[config.mk]
export PLATFORM = sky130hd
export DESIGN_NAME = imem_loader
export DESIGN_NICKNAME = d
export VERILOG_FILES = /design/src/rtl/imem_loader.sv
export SDC_FILE = /design/constraint.sdc
export NUM_CORES = 1
export LEC_CHECK = 0
export BUFFER_PORTS_ARGS = -buffer_cell sky130_fd_sc_hd__buf_2
export CELL_PAD_IN_SITES_DETAIL_PLACEMENT = 1
export CELL_PAD_IN_SITES_GLOBAL_PLACEMENT = 2
export CORE_MARGIN = 4
export CORE_UTILIZATION = 33
export DETAILED_ROUTE_END_ITERATION = 10
export GPL_ROUTABILITY_DRIVEN = 0
export PLACE_DENSITY_LB_ADDON = 0.15
export SYNTH_ARGS = -nofsm -noshare
export SYNTH_HDL_FRONTEND = slang
export SYNTH_SLANG_ARGS = --single-unit
[constraint.sdc]
create_clock -name clock -period 1.5 [get_ports clock]
set_input_delay 0.15 -clock clock [delete_from_list [all_inputs] [get_ports clock]]
set_output_delay 0.15 -clock clock [all_outputs]
set_load 0.02 [all_outputs]
[src/rtl/imem_loader.sv]
// Boot-time instruction-memory loader: takes a byte stream with a 16-bit word-count header,
// packs little-endian 32-bit words into imem and holds the core in reset until the image is in.
module imem_loader #(
  parameter int unsigned DEPTH  = 64,
  parameter int unsigned ADDR_W = 6
) (
  input  logic              clock,
  input  logic              reset,
  input  logic              in_valid,
  input  logic [7:0]        in_data,
  output logic              in_ready,
  input  logic              start,
  output logic              wr_en,
  output logic [ADDR_W-1:0] wr_addr,
  output logic [31:0]       wr_data,
  output logic              cpu_hold,
  output logic              done,
  output logic              error
);

  localparam logic [2:0] S_HDR_LO = 3'd0;
  localparam logic [2:0] S_HDR_HI = 3'd1;
  localparam logic [2:0] S_DATA   = 3'd2;
  localparam logic [2:0] S_FLUSH  = 3'd3;
  localparam logic [2:0] S_DONE   = 3'd4;
  localparam logic [2:0] S_ERR    = 3'd5;

  logic [2:0]        r_state,    w_state_nxt;
  logic [15:0]       r_count,    w_count_nxt;
  logic [16:0]       r_word_cnt, w_word_cnt_nxt;
  logic [1:0]        r_byte_cnt, w_byte_cnt_nxt;
  logic [23:0]       r_shift,    w_shift_nxt;
  logic              r_wr_en,    w_wr_en_nxt;
  logic [ADDR_W-1:0] r_wr_addr,  w_wr_addr_nxt;
  logic [31:0]       r_wr_data,  w_wr_data_nxt;
  logic              r_cpu_hold, w_cpu_hold_nxt;
  logic              r_done,     w_done_nxt;
  logic              r_error,    w_error_nxt;

  logic        w_accept;
  logic [15:0] w_hdr;
  logic [31:0] w_hdr_ext;
  logic [16:0] w_word_cnt_inc;

  assign in_ready       = (r_state == S_HDR_LO) || (r_state == S_HDR_HI) || (r_state == S_DATA);
  assign w_accept       = in_valid && in_ready;
  assign w_hdr          = {in_data, r_count[7:0]};
  assign w_hdr_ext      = {16'd0, w_hdr};
  assign w_word_cnt_inc = r_word_cnt + 17'd1;

  always_comb begin
    w_state_nxt    = r_state;
    w_count_nxt    = r_count;
    w_word_cnt_nxt = r_word_cnt;
    w_byte_cnt_nxt = r_byte_cnt;
    w_shift_nxt    = r_shift;
    w_wr_en_nxt    = 1'b0;
    w_wr_addr_nxt  = r_wr_addr;
    w_wr_data_nxt  = r_wr_data;
    w_cpu_hold_nxt = r_cpu_hold;
    w_done_nxt     = r_done;
    w_error_nxt    = r_error;

    case (r_state)
      S_HDR_LO: begin
        if (w_accept) begin
          w_count_nxt[7:0] = in_data;
          w_state_nxt      = S_HDR_HI;
        end
      end
      S_HDR_HI: begin
        if (w_accept) begin
          w_count_nxt = w_hdr;
          if (w_hdr_ext > DEPTH) begin
            w_state_nxt = S_ERR;
            w_error_nxt = 1'b1;
          end else if (w_hdr == 16'd0) begin
            w_state_nxt    = S_DONE;
            w_done_nxt     = 1'b1;
            w_cpu_hold_nxt = 1'b0;
          end else begin
            w_state_nxt = S_DATA;
          end
        end
      end
      S_DATA: begin
        if (w_accept) begin
          if (r_byte_cnt == 2'd3) begin
            w_wr_en_nxt    = 1'b1;
            w_wr_addr_nxt  = r_word_cnt[ADDR_W-1:0];
            w_wr_data_nxt  = {in_data, r_shift};
            w_word_cnt_nxt = w_word_cnt_inc;
            w_byte_cnt_nxt = 2'd0;
            if (w_word_cnt_inc == {1'b0, r_count}) begin
              w_state_nxt = S_FLUSH;
            end
          end else begin
            w_shift_nxt[{r_byte_cnt, 3'b000} +: 8] = in_data;
            w_byte_cnt_nxt = r_byte_cnt + 2'd1;
          end
        end
      end
      S_FLUSH: begin
        // Final strobe is visible this cycle; the core is released one cycle after it.
        w_state_nxt    = S_DONE;
        w_done_nxt     = 1'b1;
        w_cpu_hold_nxt = 1'b0;
      end
      S_DONE, S_ERR: begin
        if (start) begin
          w_state_nxt    = S_HDR_LO;
          w_done_nxt     = 1'b0;
          w_error_nxt    = 1'b0;
          w_word_cnt_nxt = 17'd0;
          w_byte_cnt_nxt = 2'd0;
          w_cpu_hold_nxt = 1'b1;
        end
      end
      default: begin
        w_state_nxt = S_HDR_LO;
      end
    endcase
  end

  always_ff @(posedge clock or negedge reset) begin
    if (!reset) begin
      r_state    <= S_HDR_LO;
      r_count    <= '0;
      r_word_cnt <= '0;
      r_byte_cnt <= '0;
      r_shift    <= '0;
      r_wr_en    <= 1'b0;
      r_wr_addr  <= '0;
      r_wr_data  <= '0;
      r_cpu_hold <= 1'b1;
      r_done     <= 1'b0;
      r_error    <= 1'b0;
    end else begin
      r_state    <= w_state_nxt;
      r_count    <= w_count_nxt;
      r_word_cnt <= w_word_cnt_nxt;
      r_byte_cnt <= w_byte_cnt_nxt;
      r_shift    <= w_shift_nxt;
      r_wr_en    <= w_wr_en_nxt;
      r_wr_addr  <= w_wr_addr_nxt;
      r_wr_data  <= w_wr_data_nxt;
      r_cpu_hold <= w_cpu_hold_nxt;
      r_done     <= w_done_nxt;
      r_error    <= w_error_nxt;
    end
  end

  assign wr_en    = r_wr_en;
  assign wr_addr  = r_wr_addr;
  assign wr_data  = r_wr_data;
  assign cpu_hold = r_cpu_hold;
  assign done     = r_done;
  assign error    = r_error;

endmodule

# Word level (Yosys, flattened, before mapping)

Cells that the tools add are included.

Reduce and logical (&&, ||, !) cells: 18
Mux-type cells: 36
Order comparisons: 1
Bitwise operators: 2
Eq/ne operators: 16
Shift operators: 2
Add/subtract/negate cells: 3

Operator list:

| operator                                                       | count |
|---|---|
| two-way mux 17 bit                                             | 3 |
| case mux 17 bit (2 select lines)                               | 1 |
| bitwise mux 24 bit                                             | 1 |
| two-way mux 3 bit                                              | 8 |
| variable shift 8 x 7 -> 24 bit, first input constant           | 1 |
| variable part select 8 x 7 -> 24 bit                           | 1 |
| adder 17 x 1 -> 17 bit, second input constant                  | 1 |
| equality test 17 x 16 -> 1 bit                                 | 1 |
| greater-than comparator 16 x 7 -> 1 bit, second input constant | 1 |
| logical NOT 16 bit                                             | 1 |
| case mux 8 bit (2 select lines)                                | 1 |
| case mux 3 bit (5 select lines)                                | 1 |
| two-way mux 1 bit                                              | 13 |
| AND reduction 3 bit                                            | 4 |
| != test 2 bit, second input constant                           | 5 |
| two-way mux 8 bit                                              | 1 |
| != test 2 x 1 -> 1 bit, second input constant                  | 4 |
| AND reduction 4 bit                                            | 2 |
| negator 5 -> 7 bit                                             | 1 |
| equality test 3 x 2 -> 1 bit, second input constant            | 2 |
| equality test 3 bit, second input constant                     | 2 |
| two-way mux 2 bit                                              | 3 |
| case mux 1 bit (3 select lines)                                | 2 |
| AND reduction 6 bit                                            | 1 |
| other kinds (14)                                               | 17 |

Output and inout port bits: 43
Flip-flop bits (word level): 104
Input port bits: 12
Word-level logic and storage cells: 90

# Longest topological paths before layout

Gate-level depths: netlist (run 1).

Word-level depth: 6
Depth in mapped cells: 8
Gate-level depth less buffers: 7

# Worst setup path after synthesis (run 1)

OpenSTA, ideal clock, no wires.

Path type: flip-flop to flip-flop
Start point: register r_word_cnt[0]
End point: register r_state[0]
Data required time: 1.424 ns
Cell stages (with the launch flop): 8
Setup slack: -0.189 ns
Arrival time: 1.613 ns
Library setup time: 0.076 ns
Buffers on the path: 0
Clock period less this slack: 1.689 ns
Cell sequence: dfrtp_1 > ha_1 > and3_1 > nand2_1 > o31a_1 > nor3_2 > nand4_1 > o21ai_1

Word-level cells in the longest chain between the ends: 4

RTL lines:

| item                             | line | source |
|---|---|---|
| from (decl)                      | 30   | `logic [16:0] r_word_cnt, w_word_cnt_nxt;` |
| from (signal assigned)           | 141  | `r_word_cnt <= w_word_cnt_nxt;` |
| adder 17 x 1 -> 17 bit           | 49   | `assign w_word_cnt_inc = r_word_cnt + 17'd1;` |
| equality test 17 x 16 -> 1 bit   | 94   | `if (w_word_cnt_inc == {1'b0, r_count}) begin` |
| != test 2 x 1 -> 1 bit (no line) | n/a  |  |
| AND reduction 6 bit (no line)    | n/a  |  |
| to (signal assigned)             | 139  | `r_state <= w_state_nxt;` |
| to (decl)                        | 28   | `logic [2:0] r_state, w_state_nxt;` |

Every way passes these cells.
A chain may end at the register's enable or synchronous reset.

# Worst setup path in the final report (run 1)

Ends and elaborated chain as after synthesis.

==> results of run 1 <==
cells by family (layout without fill, tap and decap cells):
logic type	after synthesis	in the layout	share of synthesized area [%]
buf+inv	36	214	3.33
simple gates	258	258	23.1
flops	104	104	52.9
fa+ha+maj	6	6	1.53
mux	18	18	4.07
compound gates	103	103	12.0
xor+xnor	17	17	3.03
registers in the layout, indices dropped and copies added (netlist names):
signal,cells
wr_data,32
wr_en,1
wr_addr,6
r_shift,24
r_word_cnt,17
error,1
r_byte_cnt,2
r_count,16
r_state,3
cpu_hold,1
done,1
final cells by class:
cell class / instances / share of cell area, %
timing repair buffer: 189 / 22.6
multi-input combinational: 402 / 38.2
clock buffer: 12 / 3.29
clock inverter: 4 / 0.340
tap: 184 / 2.84
sequential: 104 / 32.2
inverter: 9 / 0.479
through the flow:
stage	TNS [ns]	util (%)	cell area (sq um)	setup WS, ns	std cells
final	-5.47	55.5	8100	-0.292	904
after global routing	-12.16	55.5	8100	-0.355	904
after floorplan	-0.492	-	4990	-0.0512	542
after global placement	-1.80	42.0	6130	-0.157	848
after CTS	-4.71	48.6	7090	-0.151	886
after detailed placement	-3.75	42.0	6130	-0.205	848
cell usage after synthesis, drive strengths merged (3+ instances only):
library cell | instances | area share (%)
nand2 | 188 | 14
dfrtp | 103 | 52
o21ai | 56 | 5.7
a21oi | 18 | 1.8
buf | 18 | 1.9
mux2 | 16 | 3.7
nor2 | 14 | 1.1
nor3 | 12 | 1.5
nand3 | 11 | 1.4
xnor2 | 11 | 2.0
clkbuf | 9 | 0.71
inv | 9 | 0.69
a31oi | 6 | 0.76
and3 | 6 | 0.76
ha | 6 | 1.5
o31ai | 6 | 0.92
xor2 | 6 | 1.1
nand4 | 5 | 0.64
nor3b | 5 | 0.76
nor4 | 4 | 0.51
and4 | 3 | 0.61
power by group:
part	switching [mW]	internal, mW
clock	1.10	1.26
combinational	2.11	2.29
sequential	0.409	3.25
total	3.61	6.80
what timing repair did:
item / 4_1_cts / 5_1_grt
buffers inserted: 12 / 15
resized for setup: 97 / 251
endpoints found under the setup margin: 56 / 105
gates cloned: 10 / 8
hold buffers: 1 / 0
pin swaps: 25 / 113
hold endpoints to repair: 22 / 0
worst paths after layout:
| check | startpoint | slack (ns) | cells after the start | endpoint |
|---|---|---|---|---|
| max | r_word_cnt[0] | -0.29 | 7 | r_state[0] |
| min | start | 0.04 | 2 | r_state[2] |
| max reg2reg | r_word_cnt[0] | -0.29 | 7 | r_state[0] |
| min reg2reg | wr_addr[4] | 0.46 | 2 | wr_addr[4] |
| max in group asynchronous | reset | 0.64 | 3 | cpu_hold |
| min in group asynchronous | reset | 0.26 | 2 | wr_data[12] |
layer usage:
metal,track usage (%),vias up
li1,-,2183
met1,27.4,2387
met2,35.5,87
met3,2.46,28
met4,7.46,0
met5,0,-
==> metrics, run 1 <==
Routed Antenna Nets=0; FILL cells=1602; worst rel slew slack=73.9%; syn avg cell area=9.08 sq um; post-DR vias/cell=5.18; H-tree Lvls=3; Min Hold Slack=0.0363 ns; WL per Instance=20.4 um; vias in the first global route=5033; max-slew violations=0; n_diodes=0; area grow syn2layout=64.6%; share of layout cells above drive strength 1=57.8%; met2 WL=9.26 mm; drt pass-1 iters=4; Setup violations, final=92; crit-path cells=ha_4, xnor2_2, o2111ai_1, a211o_1, nor3_2, nand4_1, o21ai_1; Final min period=1.79 ns; failing checks=setup timing; Worst Tran Pin Value=0.391 ns; global-route wire length before repair=27.1 mm; most common cell after layout, fill and taps aside=dfrtp_1; Worst VDD drop=0.000891 V; Hold Crit Class=primary input to flop; CTS sink count=104; Vias=4685; Die H=130 um; Die W=130 um; total CTS buffers=9; Routed WL=18.4 mm; Main synth FF type=dfrtp_1; run status=complete, but fails checks; Core Area=14600 sq um; estimated wirelength of the detail-placed design=10.9 mm; P_leak=4.12 nW; Bufs and invs on worst path=0; FMAX=0.558 GHz; Power, Total=10.4 mW; Critical Path RT=1.78 ns; Worst-path clk slew=0.07 ns; cell area after synthesis=4920 sq um; Post-Synthesis Cells=542; Worst Path Max Fanout=4; Critical Path AT=2.07 ns; WL met3=635 um; number of max-cap violations=0; wl on met1=8.09 mm; nets@finish=733; endpoints failing hold=0; Critical Setup Path Class=flop to flop; CP endpoint kind=flop; I/O pin count=55; flops & latches, synth=104; most frequent cells in the layout=dfrtp_1, buf_4, nand2_1, nand2_2, buf_2; startpoint types=flop; total grt overflow=0; period utilization=119%; Netlist cell types=50; yosys warns=0; CTS root buf=clkbuf_16; Async SR Flop Fraction=100%; CP delay by family, top=compound AO/OA/AOI/OAI gates; area of the multi-input gates=3090 sq um; Highest Signal Layer=met4; power density cells=1280 nW/um^2; Die ar.=16900 sq um; CP max stage cell=dfrtp_2; Final Skew=0.00573 ns; CTS tree=done; Synth Net Count=560; Std-Cell Rows=44; largest net degree at the start of global routing=36; clk buf depth=2; EDFF count, synth=0; Global Route Usage Sum=20.8%; clk_lat worst skew=0.35 ns; post-route setup slack=-0.292 ns; initial antenna violation count=0; Initial Utilization=33.7%; 1st-iter DRT viols=218; CP max stage delay=0.45 ns; Seq/Total Area, Yosys=52.9%; port buffer count=54; Remaining DRCs=0; RSZ-0062 raised after global routing=true; Reg area=2610 sq um
Power figures use the tool's default switching activity.
==> run 2, diff against run 1 <==
TNS_END_PERCENT = 50   (was default)
==> metrics, run 2 (synthesis gave the netlist of run 1 again) <==
Routed WL=16.0 mm; r2r endpoint=r_state[0]; r2r setup slk=-0.29 ns; FILL cells=1647; post-route setup slack=-0.291 ns; most frequent cells in the layout=nand2_1, dfrtp_1, buf_4, buf_2, o21ai_1; most common cell after layout, fill and taps aside=nand2_1; Critical Path AT=2.06 ns; total CTS buffers=9; CP max stage cell=dfrtp_2; CP endpoint kind=flop; estimated wirelength of the detail-placed design=10.6 mm; reg-to-reg startpoint=r_word_cnt[1]; Worst Tran Pin Value=0.413 ns; Critical Setup Path Class=flop to flop; H-tree Lvls=3; WL per Instance=18.0 um; post-DR vias/cell=5.04; max-slew violations=0; Setup violations, final=62; clk buf depth=2; Die H=130 um; Remaining DRCs=0; CP max stage delay=0.44 ns; Hold Crit Class=primary input to flop; Routed Antenna Nets=0; Initial Utilization=33.7%; Final min period=1.79 ns; Die W=130 um; CTS root buf=clkbuf_16; clk_lat worst skew=0.35 ns; global-route wire length before repair=25.0 mm; run status=complete, but fails checks; startpoint types=flop; Worst Hold Depth=2; P_leak=3.58 nW; number of max-cap violations=0; RSZ-0062 raised after global routing=true; Post-Place Setup Slack=-0.384 ns; placed insts=841; Worst-path clk slew=0.07 ns; failing checks=setup timing; drt pass-1 iters=4; post-route cell area=7260 sq um; Std-Cell Rows=44; Core Area=14600 sq um; CTS tree=done; period utilization=119%; n_diodes=0; initial antenna violation count=0; DP Area=6070 sq um; total grt overflow=0; 1st-iter DRT viols=201; largest net degree at the start of global routing=43; final setup TNS=-6.08 ns; post-layout util=49.8%; Vias=4467; area grow syn2layout=47.6%; R2R depth=7; nets@finish=717; max reg flops=32; Critical Path RT=1.77 ns; power density cells=1440 nW/um^2; I/O pin count=55; worst rel slew slack=72.5%; port buffer count=54; endpoints failing hold=0; Final Skew=0.00520 ns; Die ar.=16900 sq um; Worst Path Max Fanout=3; share of layout cells above drive strength 1=43.1%; fin cells=887; Worst VDD drop=0.000754 V; FMAX=0.558 GHz; CTS sink count=104; Hold EP=r_state[2]; hold_sp=start; vias in the first global route=4630; crit-path cells=ha_4, xnor2_4, o2111ai_2, a211o_1, nor3_2, nand4_1, o21ai_1; Global Route Usage Sum=19.1%
## run 2: changes by cell type in the layout (fill, tap and decap cells not counted), moves of 5 or more
| cell | previous run | this run |
|---|---|---|
| buf_12 | 14 | 9 |
| buf_16 | 7 | 0 |
| buf_4 | 85 | 91 |
| clkbuf_16 | 16 | 11 |
| nand2_1 | 80 | 162 |
| nand2_2 | 70 | 18 |
| nand2_4 | 37 | 8 |
| o21ai_0 | 7 | 17 |
| o21ai_2 | 21 | 14 |
## run 2: routing by layer
metal,global-route usage [%],share of wire [%],vias up,routed length (um)
li1,-,-,2141,-
met1,26.6,47,2240,7510
met2,30.9,48,68,7670
met3,2.33,3.5,18,566
met4,6.36,1.6,0,255
met5,0,0,-,0
## run 2: critical path: cells and delay by family (launching register included)
family	cells	cell delay, ns
flops	1	0.44
compound gates	3	0.58
fa+ha+maj	1	0.27
simple gates	2	0.26
xor+xnor	1	0.16
## run 2: how the worst max path moves through the flow
stage                  startpoint        endpoint  slack (ns)  cells after the start
floorplan              r_state[0]  r_word_cnt[10]       -0.08                      8
global placement    r_word_cnt[1]      r_state[0]       -0.42                      7
detailed placement  r_word_cnt[1]      r_state[0]       -0.38                      7
CTS                 r_word_cnt[1]      r_state[0]       -0.31                      7
global route           r_state[2]      r_state[0]       -0.37                      8
finish              r_word_cnt[1]      r_state[0]       -0.29                      7
## run 2: per-stage QoR
stage	hold WS [ns]	power, mW
after floorplan	-0.146	5.34
after global placement	0.111	6.63
after detailed placement	0.113	6.74
after CTS	0.0451	10.1
after global routing	0.0740	11.0
final	0.0549	10.5
## run 2: what timing repair did
action                                  in CTS  in global routing
buffers inserted                            15                 10
endpoints found under the setup margin      97                 97
gates resized for setup                    119                 72
endpoints found under the hold margin       26                  0
hold buffers                                 1                  0
pin swaps                                   33                 46
gates cloned                                 1                  4
## run 2: cell type report
type	instances	area, sq um	area share [%]
Multi-Input combinational cell	402	2690	37.0
Tap cell	184	230	3.17
Inverter	9	45.0	0.620
Timing Repair Buffer	173	1390	19.1
Clock buffer	10	239	3.29
Clock inverter	5	56.3	0.776
Sequential cell	104	2610	36.0
## run 2: report_power, final
| part | internal [mW] | switching, mW |
|---|---|---|
| registers | 3.25 | 0.336 |
| clock network | 1.33 | 1.07 |
| logic | 2.31 | 2.16 |
| total | 6.89 | 3.57 |
